`src/rtl/wave_phase_gen.sv`:
```
// Phase accumulator (NCO front end) producing the sine-table phase index.
// Supports fixed tones, linear FTW sweeps, phase offset/sync and halt.
module wave_phase_gen #(
   parameter int unsigned ACC_WIDTH = 32,
   parameter int unsigned DEPTH     = 1024,
   localparam int unsigned PW       = $clog2(DEPTH)
) (
   input  logic                 i_clk,
   input  logic                 i_rst_n,
   input  logic                 i_en,
   input  logic                 i_cfg_valid,
   output logic                 o_cfg_ready,
   input  logic                 i_cfg_mode,
   input  logic [ACC_WIDTH-1:0] i_cfg_ftw,
   input  logic [ACC_WIDTH-1:0] i_cfg_step,
   input  logic [ACC_WIDTH-1:0] i_cfg_stop,
   input  logic [PW-1:0]        i_phase_offset,
   input  logic                 i_sync,
   input  logic                 i_halt,
   output logic [PW-1:0]        o_phase_count,
   output logic                 o_valid,
   output logic                 o_sweep_done,
   output logic                 o_busy
);

   typedef enum logic [1:0] {
      IDLE      = 2'd0,
      RUN_FIXED = 2'd1,
      RUN_SWEEP = 2'd2,
      HOLD      = 2'd3
   } state_t;

   state_t               state_q, state_d;
   logic [ACC_WIDTH-1:0] acc_q, acc_d;
   logic [ACC_WIDTH-1:0] ftw_q, ftw_d;
   logic [ACC_WIDTH-1:0] step_q, step_d;
   logic [ACC_WIDTH-1:0] stop_q, stop_d;
   logic [PW-1:0]        phase_d;
   logic                 valid_d;
   logic                 done_d;
   logic                 busy_d;
   logic                 ready_d;

   logic                 do_step;
   logic                 cfg_accept;
   logic [ACC_WIDTH-1:0] acc_step;
   logic [ACC_WIDTH:0]   sweep_sum;

   // Halt wins over config; a step needs an active state.
   assign do_step    = i_en && (state_q != IDLE) && !i_halt;
   assign cfg_accept = i_cfg_valid && o_cfg_ready && !i_halt;

   // Sync zeroes the value the step lands on, so the sample shows only the offset.
   assign acc_step  = i_sync ? '0 : acc_q + ftw_q;
   // One extra bit so the end-of-sweep test cannot be fooled by wraparound.
   assign sweep_sum = {1'b0, ftw_q} + {1'b0, step_q};

   always_comb begin
      // NOTE: every output of this block gets a default first, so no path can
      // leave a variable unassigned and infer a latch.
      state_d = state_q;
      acc_d   = acc_q;
      ftw_d   = ftw_q;
      step_d  = step_q;
      stop_d  = stop_q;
      phase_d = o_phase_count;
      valid_d = 1'b0;
      done_d  = 1'b0;

      if (i_halt) begin
         state_d = IDLE;
      end else begin
         if (do_step) begin
            acc_d   = acc_step;
            phase_d = acc_step[ACC_WIDTH-1 -: PW] + i_phase_offset;
            valid_d = 1'b1;
            if (state_q == RUN_SWEEP) begin
               if (sweep_sum >= {1'b0, stop_q}) begin
                  ftw_d   = stop_q;
                  state_d = HOLD;
                  done_d  = 1'b1;
               end else begin
                  ftw_d = sweep_sum[ACC_WIDTH-1:0];
               end
            end
         end else if (i_sync) begin
            acc_d = '0;
         end

         // Accept is never possible in RUN_SWEEP, so it cannot collide with a sweep update.
         // The accumulator is left alone so retuning stays phase-continuous.
         if (cfg_accept) begin
            step_d = i_cfg_step;
            stop_d = i_cfg_stop;
            if (!i_cfg_mode) begin
               ftw_d   = i_cfg_ftw;
               state_d = RUN_FIXED;
            end else if (i_cfg_ftw < i_cfg_stop) begin
               ftw_d   = i_cfg_ftw;
               state_d = RUN_SWEEP;
            end else begin
               ftw_d   = i_cfg_stop;
               state_d = HOLD;
               done_d  = 1'b1;
            end
         end
      end

      busy_d  = (state_d != IDLE);
      ready_d = (state_d != RUN_SWEEP);
   end

   always_ff @(posedge i_clk or negedge i_rst_n) begin
      if (!i_rst_n) begin
         state_q       <= IDLE;
         acc_q         <= '0;
         ftw_q         <= '0;
         step_q        <= '0;
         stop_q        <= '0;
         o_phase_count <= '0;
         o_valid       <= 1'b0;
         o_sweep_done  <= 1'b0;
         o_busy        <= 1'b0;
         o_cfg_ready   <= 1'b1;
      end else begin
         // NOTE: non-blocking assignments make every register update from the
         // same pre-edge values, independent of statement order.
         state_q       <= state_d;
         acc_q         <= acc_d;
         ftw_q         <= ftw_d;
         step_q        <= step_d;
         stop_q        <= stop_d;
         o_phase_count <= phase_d;
         o_valid       <= valid_d;
         o_sweep_done  <= done_d;
         o_busy        <= busy_d;
         o_cfg_ready   <= ready_d;
      end
   end

endmodule

```
`config.mk`:
```
export PLATFORM = sky130hd
export DESIGN_NAME = wave_phase_gen
export DESIGN_NICKNAME = d
export VERILOG_FILES = /design/src/rtl/wave_phase_gen.sv
export SDC_FILE = /design/constraint.sdc
export NUM_CORES = 1
export LEC_CHECK = 0
export CORE_ASPECT_RATIO = 0.6
export CORE_MARGIN = 3
export CORE_UTILIZATION = 40
export DETAILED_ROUTE_END_ITERATION = 12
export HOLD_SLACK_MARGIN = 0.15
export SLEW_MARGIN = 30
export SYNTH_ARGS = -nofsm -noshare
export SYNTH_HDL_FRONTEND = slang
export SYNTH_SLANG_ARGS = --single-unit
```
`constraint.sdc`:
```
create_clock -name i_clk -period 7.4 [get_ports i_clk]
set_clock_uncertainty 0.05 [all_clocks]
set_input_delay 2.22 -clock i_clk [delete_from_list [all_inputs] [get_ports i_clk]]
set_output_delay 2.22 -clock i_clk [all_outputs]
set_load 0.01 [all_outputs]
```
# ---- Word-level counts from Yosys, hierarchy flattened
# Cells that the tools add are included.
dict set report word_totals {
  register_bits 144
  input_bits 113
  output_inout_bits 14
  word_cells 57
}
dict set report op_classes {
  addsub 3
  magnitude_cmp 2
  n_eq_ne 2
  mux 25
  n_bitwise 1
  n_reduce_logical 14
}
# operator count
set op_table {}
lappend op_table {{32-bit 2-to-1 mux} 9}
lappend op_table {{32-bit by 32-bit adder with 33-bit output} 1}
lappend op_table {{33-bit by 32-bit >= comparator with 1-bit output} 1}
lappend op_table {{32-bit adder} 1}
lappend op_table {{32-bit less-than comparator} 1}
lappend op_table {{2-bit 2-to-1 mux} 6}
lappend op_table {{10-bit adder} 1}
lappend op_table {{1-bit 2-to-1 mux} 10}
lappend op_table {{2-bit nonzero test} 5}
lappend op_table {{2-bit AND reduction} 3}
lappend op_table {{1-bit logical AND} 4}
lappend op_table {{3-bit AND reduction} 1}
lappend op_table {{2-bit == test, second input constant} 1}
lappend op_table {{2-bit != test, second input constant} 1}
lappend op_table {{1-bit logical NOT} 1}
lappend op_table {{1-bit NOT} 1}

# ---- Longest topological paths before layout
# Gate-level depths: netlist (run 1).
dict set report logic_depth {
  depth_word 9
  mapped_depth 23
  mapped_depth_nobuf 23
}

# ---- Worst setup path after synthesis (run 1)
# No wires, ideal clock.
dict set report synth_timing {
  kind {reg-to-reg}
  from {reg ftw_q[0]}
  to {reg o_busy}
  setup_ns 0.133
  arrival_ns 4.668
  required_ns 7.217
  setup_slack_ns 2.549
  path_stages_with_launch 22
  n_path_buf 2
  period_less_slack_ns 4.851
  cell_sequence {dfrtp_1 -> ha_1 -> fa_1 -> a211oi_1 -> nor2_1 -> o31ai_2 -> o21a_1 -> o211ai_1 -> a311o_1 -> a21oi_1 -> xnor2_1 -> ha_1 -> o21a_1 -> o21ai_1 -> nor2_1 -> a2111oi_4 -> nand3_2 -> or2_1 -> buf_2 -> buf_6 -> a311oi_2 -> o22ai_1}
}
dict set report synth_via {
  elab_chain_cells 8
}
# item line_no
set synth_lines {}
lappend synth_lines {{start: declaration} 35} ;# logic [ACC_WIDTH-1:0] ftw_q, ftw_d;
lappend synth_lines {{start signal: assignment} 130} ;# ftw_q <= ftw_d;
lappend synth_lines {{32-bit by 32-bit adder with 33-bit output} 56} ;# assign sweep_sum = {1'b0, ftw_q} + {1'b0, step_q};
lappend synth_lines {{33-bit by 32-bit >= comparator with 1-bit output} 78} ;# if (sweep_sum >= {1'b0, stop_q}) begin
lappend synth_lines {{2-bit 2-to-1 mux} 78}
lappend synth_lines {{2-bit 2-to-1 mux} 77} ;# if (state_q == RUN_SWEEP) begin
lappend synth_lines {{2-bit 2-to-1 mux} 73} ;# if (do_step) begin
lappend synth_lines {{2-bit 2-to-1 mux} 92} ;# if (cfg_accept) begin
lappend synth_lines {{2-bit 2-to-1 mux} 70} ;# if (i_halt) begin
lappend synth_lines {{2-bit nonzero test} 109} ;# busy_d = (state_d != IDLE);
lappend synth_lines {{net busy_d} 41} ;# logic busy_d;
lappend synth_lines {{end signal: assignment} 136} ;# o_busy <= busy_d;
lappend synth_lines {{end: declaration} 23} ;# output logic o_busy
# The timed path passes the listed nets, and every way through them passes these cells.
# A chain may end at the register's enable or synchronous reset.

# ---- Final worst setup path (run 1)
# Ends and elaborated chain as after synthesis.

==> summary.txt, run 1 <==
Status
  – Status: finished clean

Setup path
  – CP Capture Point: o_busy
  – Critical Path Start Type: flop
  – CP Capture Type: flop
  – Setup crit start: ftw_q[0]
  – CP Data Arrival Time: 6160 ps
  – Critical Path RT: around 7700 ps
  – Worst R2R Path Depth: 20
  – Crit Reg-Reg Startpoint: ftw_q[0]
  – Reg2reg end: o_busy
  – CP Class: reg -> reg
  – CP max FO: 24
  – Register-to-Register Setup Slack: ~1500 ps

Routing
  – Routed via count: between 10000 and 15000
  – Drt total wl: 36900 um
  – WL/cell: around 20 um
  – DR iter-0 viols: 995
  – Drt via density: 5.69
  – DRC: 0
  – DRT Pass-1 Iters: 6
  – DRT antenna net count: 0

Logic synthesis
  – Syn Nets: about 1600
  – Seq/Total Area, Yosys: 0.321
  – Post-Synth Simple-Gate Area: 0.169
  – Compound-Gate Fraction of Synth Area: 0.226
  – Largest family of logic cells by synthesized area: compound AO/OA/AOI/OAI gates
  – #FFs+latches synth: 144
  – Adder-cell share of the synthesized area: 0.156
  – Synthesized area: 11200 sq um
  – Multiplexer share of the synthesized area: 0.0314
  – Ys Warns: 0
  – EDFF count, synth: 0
  – Most used flip-flop cell after synthesis: dfrtp_1
  – Asr flop ratio synth: 1.00
  – Syn_area_per_cell: 8.29 sq um
  – XOR/XNOR Fraction of Synth Area: 0.0492
  – Mapped Cells: about 1400
  – Count of different cell masters after synthesis: between 70 and 80

Flow run
  – # Max-Cap Violations: 0

Layout
  – Fin cells: 1841
  – Final #Nets: about 1700
  – Layout area overhead: 21.1%
  – N_diodes: 0
  – Layout Utilization: 0.503
  – Layout fillers: between 2000 and 3000
  – Share of layout cells above drive strength 1: 0.0547

STA
  – Final Hold Vio Count: 0
  – Setup TNS Final: 0 ps
  – Headroom to the max-slew limit: 0.442
  – Max-slew violations: 0
  – Final setup violation count: 0
  – Worst Tran Pin Value: between 800 and 900 ps
  – Post-layout min period: a little under 6000 ps
  – Hold Worst Slack: roughly 430 ps
  – Final cycle utilization of the critical path: 0.796
  – FMAX: around 170 MHz
  – RSZ-0062 raised after global routing: false

Clocking
  – # Post-CTS Setup Buffers: 0
  – TritonCTS Buffers: 17
  – Post-CTS Hold Buffers: 0
  – H-tree levels: 4
  – Clock root cell: clkbuf_16
  – CTS tree: done
  – Clk_lat worst skew: around 460 ps
  – Clock slew at reported path FFs: about 70 ps
  – Sink Count: between 100 and 150
  – Post-CTS resize count: 0
  – CTS max path bufs: 2

Placed design
  – Hpwl dp: between 20000 and 30000 um
  – I/O Buffers: between 100 and 150
  – Gpl congestion: roughly 1.0
  – Dpl cells: about 1800

Hold path
  – Hold depth: 2
  – Worst min path class: reg -> reg
  – Worst hold start: o_phase_count[5]

GRT
  – Global-route wire length before repair: 57600 um
  – Initial antenna violation count: 0
  – Grt total ovfl: 0
  – Vias in the first global route: 9738
  – Largest net degree at the start of global routing: between 60 and 70
  – GRT Total Usage: 0.248

Floorplanning
  – Die height: 136 um
  – Core area: roughly 27000 sq um
  – Site Rows: 46
  – IO Pins: between 100 and 150
  – DIE AREA: 30200 sq um
  – Die X: roughly 220 um
  – Starting Density: 0.416

Pwr
  – P per Cell Area: around 320 nW/um^2
  – VDD IR-drop max: around 0.18 mV
  – Lkg Pwr: 6.47 nW
-- Yosys cell counts, drive strengths merged, types with 3 or more instances --
| library cell | instances | area (sq um) |
|---|---|---|
| a2111oi | 3 | 63.8 |
| a211o | 3 | 26.3 |
| a211oi | 15 | 123 |
| a21boi | 5 | 37.5 |
| a21o | 35 | 263 |
| a21oi | 101 | 509 |
| a221oi | 4 | 41.3 |
| a22o | 3 | 26.3 |
| a31o | 3 | 26.3 |
| a31oi | 15 | 93.8 |
| and2 | 7 | 43.8 |
| and3 | 9 | 56.3 |
| buf | 12 | 66.3 |
| clkbuf | 34 | 128 |
| dfrtp | 143 | 3580 |
| fa | 3 | 60.1 |
| ha | 135 | 1690 |
| inv | 90 | 338 |
| mux2 | 10 | 113 |
| mux2i | 24 | 240 |
| nand2 | 250 | 938 |
| nand2b | 8 | 50.1 |
| nand3 | 24 | 125 |
| nand4 | 19 | 119 |
| nor2 | 83 | 314 |
| nor2b | 12 | 75.1 |
| nor3 | 11 | 55.1 |
| nor3b | 3 | 22.5 |
| nor4 | 3 | 18.8 |
| o211ai | 12 | 90.1 |
| o21a | 6 | 45.0 |
| o21ai | 133 | 673 |
| o21bai | 7 | 52.6 |
| o221ai | 22 | 193 |
| o22ai | 9 | 56.3 |
| o31ai | 3 | 27.5 |
| or3 | 5 | 31.3 |
| xnor2 | 34 | 298 |
| xor2 | 29 | 254 |
-- metrics by stage --
stage / power (mW) / area [sq um] / worst slack (ps)
global placement: 3.33 / 12900 / 826
CTS: 4.36 / 13500 / 1570
detailed placement: 3.35 / 12900 / 1220
floorplan: 2.67 / 11200 / 2550
global route: 4.68 / 13600 / 1110
finish: 4.40 / 13600 / 1510
-- kinds of logic after synthesis --
logic type / Yosys count
XOR/XNOR: 63
AND/OR/NAND/NOR: 440
AO/OA/AOI/OAI: 399
buffers and inverters: 136
adder cells (fa/ha/maj): 138
flip-flops: 144
multiplexers: 34
-- critical path: stages, from the launching register on --
cell	delay (ps)
dfrtp_1	400
ha_1	240
fa_1	440
a211oi_1	280
nor2_1	140
o31ai_2	300
o21a_1	200
o211ai_1	250
a311o_1	400
a21oi_1	170
xnor2_1	180
ha_1	330
o21a_1	130
o21ai_1	230
nor2_1	120
a2111oi_4	350
nand3_2	200
or2_2	540
buf_12	250
a311oi_2	350
o22ai_1	140
-- cell usage in the layout, fill, tap and decap left out, drive strengths merged, types with 17 or more instances in the layout --
cell type	n
nand4	19
clkbuf	17
nor2	83
xnor2	34
inv	94
xor2	29
nand3	24
nand2	250
a21oi	101
a21o	35
ha	135
o21ai	133
dfrtp	143
clkdlybuf4s50	125
mux2i	24
o221ai	22
-- metal layers --
layer / wire, um / global-route usage / vias up
met4: 613 / 0.0600 / 0
met5: 0 / 0 / -
met1: 18700 / 0.385 / 4923
met2: 14000 / 0.325 / 455
li1: - / - / 5050
met3: 3680 / 0.0803 / 44
-- state kept, by name (all words and copies together), names as in the netlist, 2 cells and up --
signal,flops
state_q,2
step_q,32
acc_q,32
o_phase_count,10
ftw_q,32
stop_q,32
-- report_power, final --
group          leakage [nW]  internal [mW]  switching [mW]
clock                 0.315          0.603           0.395
combinational          4.34          0.974            1.36
sequential             1.81          0.935           0.138
total                  6.47           2.51            1.89
-- how the worst min path moves through the flow --
stage                            end
floorplan                  step_q[0]
global placement    o_phase_count[0]
detailed placement  o_phase_count[5]
CTS                 o_phase_count[5]
global route        o_phase_count[5]
finish              o_phase_count[5]
-- final cells by class --
type | instances | area, sq um | share of cell area
timing repair buffer | 141 | 1420 | 0.104
multi-input combinational | 1074 | 7120 | 0.524
inverter | 90 | 338 | 0.0249
sequential | 144 | 3600 | 0.265
clock inverter | 15 | 231 | 0.0170
tap | 360 | 450 | 0.0331
clock buffer | 17 | 425 | 0.0313
Note: power is estimated with default switching activity, not from simulation.
==> run 2: changes to the inputs <==
==> constraint.sdc (replaced) <==
create_clock -name i_clk -period 5.5 [get_ports i_clk]
set_clock_uncertainty 0.05 [all_clocks]
set_input_delay 1.65 -clock i_clk [delete_from_list [all_inputs] [get_ports i_clk]]
set_output_delay 1.65 -clock i_clk [all_outputs]
set_load 0.01 [all_outputs]
==> summary.txt, run 2 (synthesis results as in run 1) <==
STA
  – Setup TNS Final: 0 ps (unchanged)
  – Hold Worst Slack: 430 ps (-0.729 ps)
  – Headroom to the max-slew limit: 0.458 (+0.0162)
  – Post-layout min period: 5240 ps (-650 ps)
  – RSZ-0062 raised after global routing: false
  – Final WS setup: 261 ps (-1250 ps)
  – FMAX: 191 MHz (+12%)
  – Worst Tran Pin Value: 813 ps (-17.4 ps)
  – Max-slew violations: 0 (unchanged)
  – Final Hold Vio Count: 0 (unchanged)
  – Final setup violation count: 0 (unchanged)
  – Final cycle utilization of the critical path: 0.952 (+0.157)

Routing
  – DRT Pass-1 Iters: 5 (-1)
  – DRC: 0 (unchanged)
  – DRT antenna net count: 0 (unchanged)
  – Routed via count: 10500 (+0.51%)
  – Drt total wl: 37400 um (+1.3%)
  – Drt via density: 5.65 (-0.68%)
  – DR iter-0 viols: 1047 (+5.2%)
  – WL/cell: 20.1 um (+0.15%)

Layout
  – Fin cells: 1863 (+1.2%)
  – Layout fillers: 2597 (+2.0%)
  – Commonest cells after routing, fill and taps aside: nand2_1 (249), dfrtp_1 (143), ha_1 (135), clkdlybuf4s50_1 (125), o21ai_0 (113)
  – Final #Nets: 1741 (+1.3%)
  – Share of layout cells above drive strength 1: 0.0712 (+0.0165)
  – Commonest non-fill, non-tap cell in the layout: nand2_1
  – N_diodes: 0 (unchanged)
  – Post-route cell area: 13800 sq um (+1.3%)
  – Layout area overhead: 22.7%
  – Layout Utilization: 0.510 (+0.00667)

Floorplanning
  – Core area: 27000 sq um (unchanged)
  – IO Pins: 127 (unchanged)
  – Site Rows: 46 (unchanged)
  – Starting Density: 0.416 (unchanged)
  – Die height: 136 um (unchanged)
  – DIE AREA: 30200 sq um (unchanged)
  – Die X: 222 um (unchanged)

Clocking
  – CTS tree: done
  – CTS max path bufs: 2 (unchanged)
  – Sink Count: 144 (unchanged)
  – Clock slew at reported path FFs: 70 ps (about the same)
  – H-tree levels: 4 (unchanged)
  – Clk_lat worst skew: 450 ps (about the same)
  – Post-CTS Hold Buffers: 0 (unchanged)
  – Clock root cell: clkbuf_16
  – TritonCTS Buffers: 17 (unchanged)

Setup path
  – CP Data Arrival Time: 5500 ps (-660 ps)
  – Crit Reg-Reg Startpoint: step_q[2]
  – Crit-path slowest cell: dfrtp_1
  – Critical Path RT: 5770 ps (-1900 ps)
  – CP Class: reg -> reg
  – Critical path cell sequence: ha_1, nor2b_1, a31oi_1, buf_4, o211a_1, buf_4, a21oi_1, o311a_1, nor2_1, xnor2_1, ha_1, a21oi_2, o21ai_2, a2111oi_4, nor2_2, a2111oi_4, nand3_2, or2_2, buf_4, a311oi_4, o22ai_1
  – Reg2reg end: o_busy
  – Register-to-Register Setup Slack: 260 ps (-1250 ps)
  – CP Capture Type: flop
  – Most common cell type on the critical path: buf_4
  – Worst R2R Path Depth: 21 (+5.0%)
  – Slowest stage delay, CP: 450 ps (-90 ps)
  – CP max FO: 15 (-38%)
  – Critical Path Start Type: flop

Pwr
  – VDD IR-drop max: 0.366 mV (+100%)
  – P per Cell Area: 431 nW/um^2 (+33%)
  – Lkg Pwr: 6.56 nW (+1.5%)
  – Total power draw: 5.94 mW (+35%)

Status
  – Status: finished clean

Hold path
  – Worst min path class: reg -> reg
  – Hold depth: 2 (unchanged)
  – Worst hold start: o_phase_count[0]
  – WHS Endpoint: o_phase_count[0]

Placed design
  – Dpl cells: 1826 (+1.1%)
  – I/O Buffers: 126 (unchanged)
  – Gpl congestion: 0.989 (-5.5%)
  – Pre-CTS setup slack: 40.2 ps (-1180 ps)
  – Hpwl dp: 29200 um (+2.1%)
  – DP Area: 13000 sq um (+1.1%)

GRT
  – GRT Total Usage: 0.250 (+0.00167)
  – Vias in the first global route: 9752 (+0.14%)
  – Grt total ovfl: 0 (unchanged)
  – Initial antenna violation count: 0 (unchanged)
  – Global-route wire length before repair: 57800 um (+0.43%)
  – Largest net degree at the start of global routing: 91 (+40%)

Flow run
  – # Max-Cap Violations: 0 (unchanged)
[run 2: cell count changes in the layout (fill, tap and decap cells not counted), moves of 2 or more]
cell	delta
inv_6	-3
o21ai_1	-2
clkbuf_8	+4
buf_4	+22
clkinvlp_4	+2
o21ai_2	+2
[run 2: what timing repair did]
action | 4_1_cts | 5_1_grt
setup endpoints to repair | 0 | 37
buffers inserted | 0 | 5
resized for setup | 0 | 10
[run 2: worst max path at each step]
| stage | slack (ps) | startpoint | end | depth (start not counted) |
|---|---|---|---|---|
| 2_1_floorplan | 650 | ftw_q[0] | o_busy | 21 |
| 3_3_place_gp | 260 | ftw_q[0] | o_busy | 20 |
| 3_5_place_dp | 40 | ftw_q[0] | o_busy | 20 |
| 4_1_cts | 10 | ftw_q[0] | o_busy | 20 |
| 5_1_grt | 10 | ftw_q[12] | ftw_q[31] | 19 |
| 6_report | 260 | step_q[2] | o_busy | 21 |
[run 2: critical path, delay by kind of cell (launching register included)]
family | cells | cell delay, ps
adder cells (fa/ha/maj) | 2 | 600
XOR/XNOR | 1 | 170
AND/OR/NAND/NOR | 5 | 820
buffers and inverters | 3 | 540
flip-flops | 1 | 450
AO/OA/AOI/OAI | 10 | 2470
[run 2: final cells by class]
type                    instances  area, sq um  area share
clock buffers                  20          467      0.0339
clock inverters                12          181      0.0132
inverters                      90          338      0.0245
multi-input cells            1074         7160       0.520
flip-flops and latches        144         3600       0.262
well taps                     360          450      0.0327
repair buffers                163         1570       0.114
[run 2: metal layers]
metal | part of all wire | up-vias | global-route usage
met4 | 0.019 | 0 | 0.0628
li1 | - | 5113 | -
met2 | 0.37 | 410 | 0.319
met3 | 0.086 | 34 | 0.0678
met5 | 0 | - | 0
met1 | 0.53 | 4968 | 0.401
[run 2: report_power, final]
| group | switching (mW) | total, mW | internal [mW] |
|---|---|---|---|
| logic | 1.85 | 3.19 | 1.34 |
| registers | 0.191 | 1.45 | 1.26 |
| clock network | 0.508 | 1.30 | 0.797 |
==> run 3: changes to the inputs <==
--- a/config.mk
+++ b/config.mk
@@ -10,6 +10,7 @@
 export CORE_UTILIZATION = 40
 export DETAILED_ROUTE_END_ITERATION = 12
 export HOLD_SLACK_MARGIN = 0.15
+export PLACE_DENSITY = 0.66
 export SLEW_MARGIN = 30
 export SYNTH_ARGS = -nofsm -noshare
 export SYNTH_HDL_FRONTEND = slang
==> summary.txt, run 3 (synthesis results as in run 1) <==
Routing
  – DR iter-0 viols: 1034 (-1.2%)
  – DRC: 0 (unchanged)
  – Drt via density: 5.66 (+0.19%)
  – WL/cell: 19.8 um (-1.7%)
  – Drt total wl: 36700 um (-2.1%)
  – DRT antenna net count: 0 (unchanged)
  – DRT Pass-1 Iters: 5 (unchanged)
  – Routed via count: 10500 (-0.24%)

Floorplanning
  – Die height: 136 um (unchanged)
  – IO Pins: 127 (unchanged)
  – Die X: 222 um (unchanged)
  – Starting Density: 0.416 (unchanged)
  – Site Rows: 46 (unchanged)
  – Core area: 27000 sq um (unchanged)
  – DIE AREA: 30200 sq um (unchanged)

Layout
  – Commonest non-fill, non-tap cell in the layout: nand2_1
  – N_diodes: 0 (unchanged)
  – Final #Nets: 1733 (-0.46%)
  – Post-route cell area: 13700 sq um (-0.64%)
  – Fin cells: 1855 (-0.43%)
  – Share of layout cells above drive strength 1: 0.0676 (-0.00363)
  – Layout area overhead: 21.9%
  – Layout fillers: 2560 (-1.4%)
  – Commonest cells after routing, fill and taps aside: nand2_1 (249), dfrtp_1 (143), ha_1 (135), clkdlybuf4s50_1 (125), o21ai_0 (112)

GRT
  – Largest net degree at the start of global routing: 79 (-13%)
  – GRT Total Usage: 0.244 (-0.00586)
  – Grt total ovfl: 0 (unchanged)
  – Vias in the first global route: 9994 (+2.5%)
  – Global-route wire length before repair: 57400 um (-0.78%)
  – Initial antenna violation count: 0 (unchanged)

Clocking
  – Clock slew at reported path FFs: 60 ps (about the same)
  – Clock root cell: clkbuf_16
  – CTS tree: done
  – CTS max path bufs: 2 (unchanged)
  – Sink Count: 144 (unchanged)
  – Clk_lat worst skew: 450 ps (about the same)
  – TritonCTS Buffers: 17 (unchanged)
  – H-tree levels: 4 (unchanged)

Setup path
  – CP Class: reg -> reg
  – Critical Path Start Type: flop
  – Critical Path RT: 5780 ps (about the same)
  – CP Capture Type: flop
  – CP Data Arrival Time: 5520 ps (+20 ps)
  – CP max FO: 6 (-9)

STA
  – Post-layout min period: 5230 ps (-5.48 ps)
  – Final Hold Vio Count: 0 (unchanged)
  – Final cycle utilization of the critical path: 0.951 (-0.000996)
  – Final setup violation count: 0 (unchanged)
  – FMAX: 191 MHz (+0.10%)
  – Worst Tran Pin Value: 771 ps (-41.6 ps)
  – Headroom to the max-slew limit: 0.486 (+0.0277)
  – Max-slew violations: 0 (unchanged)

Placed design
  – Dpl cells: 1819 (-0.38%)
  – Gpl congestion: 0.909 (-8.1%)
  – I/O Buffers: 126 (unchanged)
  – Hpwl dp: 28400 um (-2.7%)
  – DP Area: 13000 sq um (-0.31%)

Pwr
  – Lkg Pwr: 6.51 nW (-0.86%)
  – VDD IR-drop max: 0.269 mV (-26%)
  – P per Cell Area: 431 nW/um^2 (-0.19%)

Flow run
  – # Max-Cap Violations: 0 (unchanged)

Hold path
  – Worst min path class: reg -> reg

Status
  – Status: finished clean
[run 3: cell type report]
type,count,area (sq um),area share
tap,360,450,0.0329
timing repair buffer,154,1510,0.110
clock buffer,17,425,0.0311
sequential,144,3600,0.264
inverter,90,338,0.0247
multi-input combinational,1075,7160,0.523
clock inverter,15,194,0.0142
[run 3: critical path: stages, from the launching register on]
cell,delay (ps)
dfrtp_1,400
ha_1,230
fa_2,380
a211oi_2,190
nor2_1,110
o31ai_2,320
buf_4,180
o21ai_1,120
o41ai_2,420
o21ai_1,150
xor2_1,180
ha_1,330
nand4_1,130
nor4_2,80
a221oi_1,240
o21ai_1,160
a2111oi_4,320
nand3_2,160
or2_4,320
clkbuf_4,210
nor3b_1,150
a211o_1,270
[run 3: stage by stage]
stage / setup WS, ps / TNS [ps] / power, mW / hold WS, ps / utilization
3_3_place_gp: 166 / 0 / 4.45 / 414 / 0.481
2_1_floorplan: 649 / 0 / 3.59 / 400 / -
5_1_grt: -11.4 / -11.4 / 6.32 / 461 / 0.507
4_1_cts: 37.4 / 0 / 5.78 / 434 / 0.504
6_report: 267 / 0 / 5.89 / 431 / 0.507
3_5_place_dp: -83.0 / -564 / 4.50 / 418 / 0.481
[run 3: final timing paths]
| kind | from | end | slack (ps) | cells past startpoint |
|---|---|---|---|---|
| min in group asynchronous | i_rst_n | o_phase_count[8] | 1190 | 1 |
| setup reg to reg | ftw_q[0] | ftw_q[27] | 270 | 21 |
| max in group asynchronous | i_rst_n | ftw_q[13] | 3350 | 2 |
| setup / recovery | ftw_q[0] | ftw_q[27] | 270 | 21 |
| hold / removal | step_q[3] | step_q[3] | 430 | 2 |
| hold reg to reg | step_q[3] | step_q[3] | 430 | 2 |
[run 3: per-layer routing]
| layer | wire length, um | GRT usage |
|---|---|---|
| met1 | 18800 | 0.379 |
| met2 | 14400 | 0.336 |
| met3 | 2810 | 0.0548 |
| met4 | 629 | 0.0618 |
| met5 | 0 | 0 |
[run 3: repair_timing]
action                                  in CTS  in global routing
resized for setup                            1                  8
endpoints found under the setup margin      20                 33
hold buffers                                 0                  0
setup buffers                                0                  3
cloned                                       0                  1
pin swaps                                    0                  6
[run 3: power by group]
group / internal (mW) / switching (mW)
logic: 1.36 / 1.85
clock network: 0.754 / 0.493
registers: 1.26 / 0.179
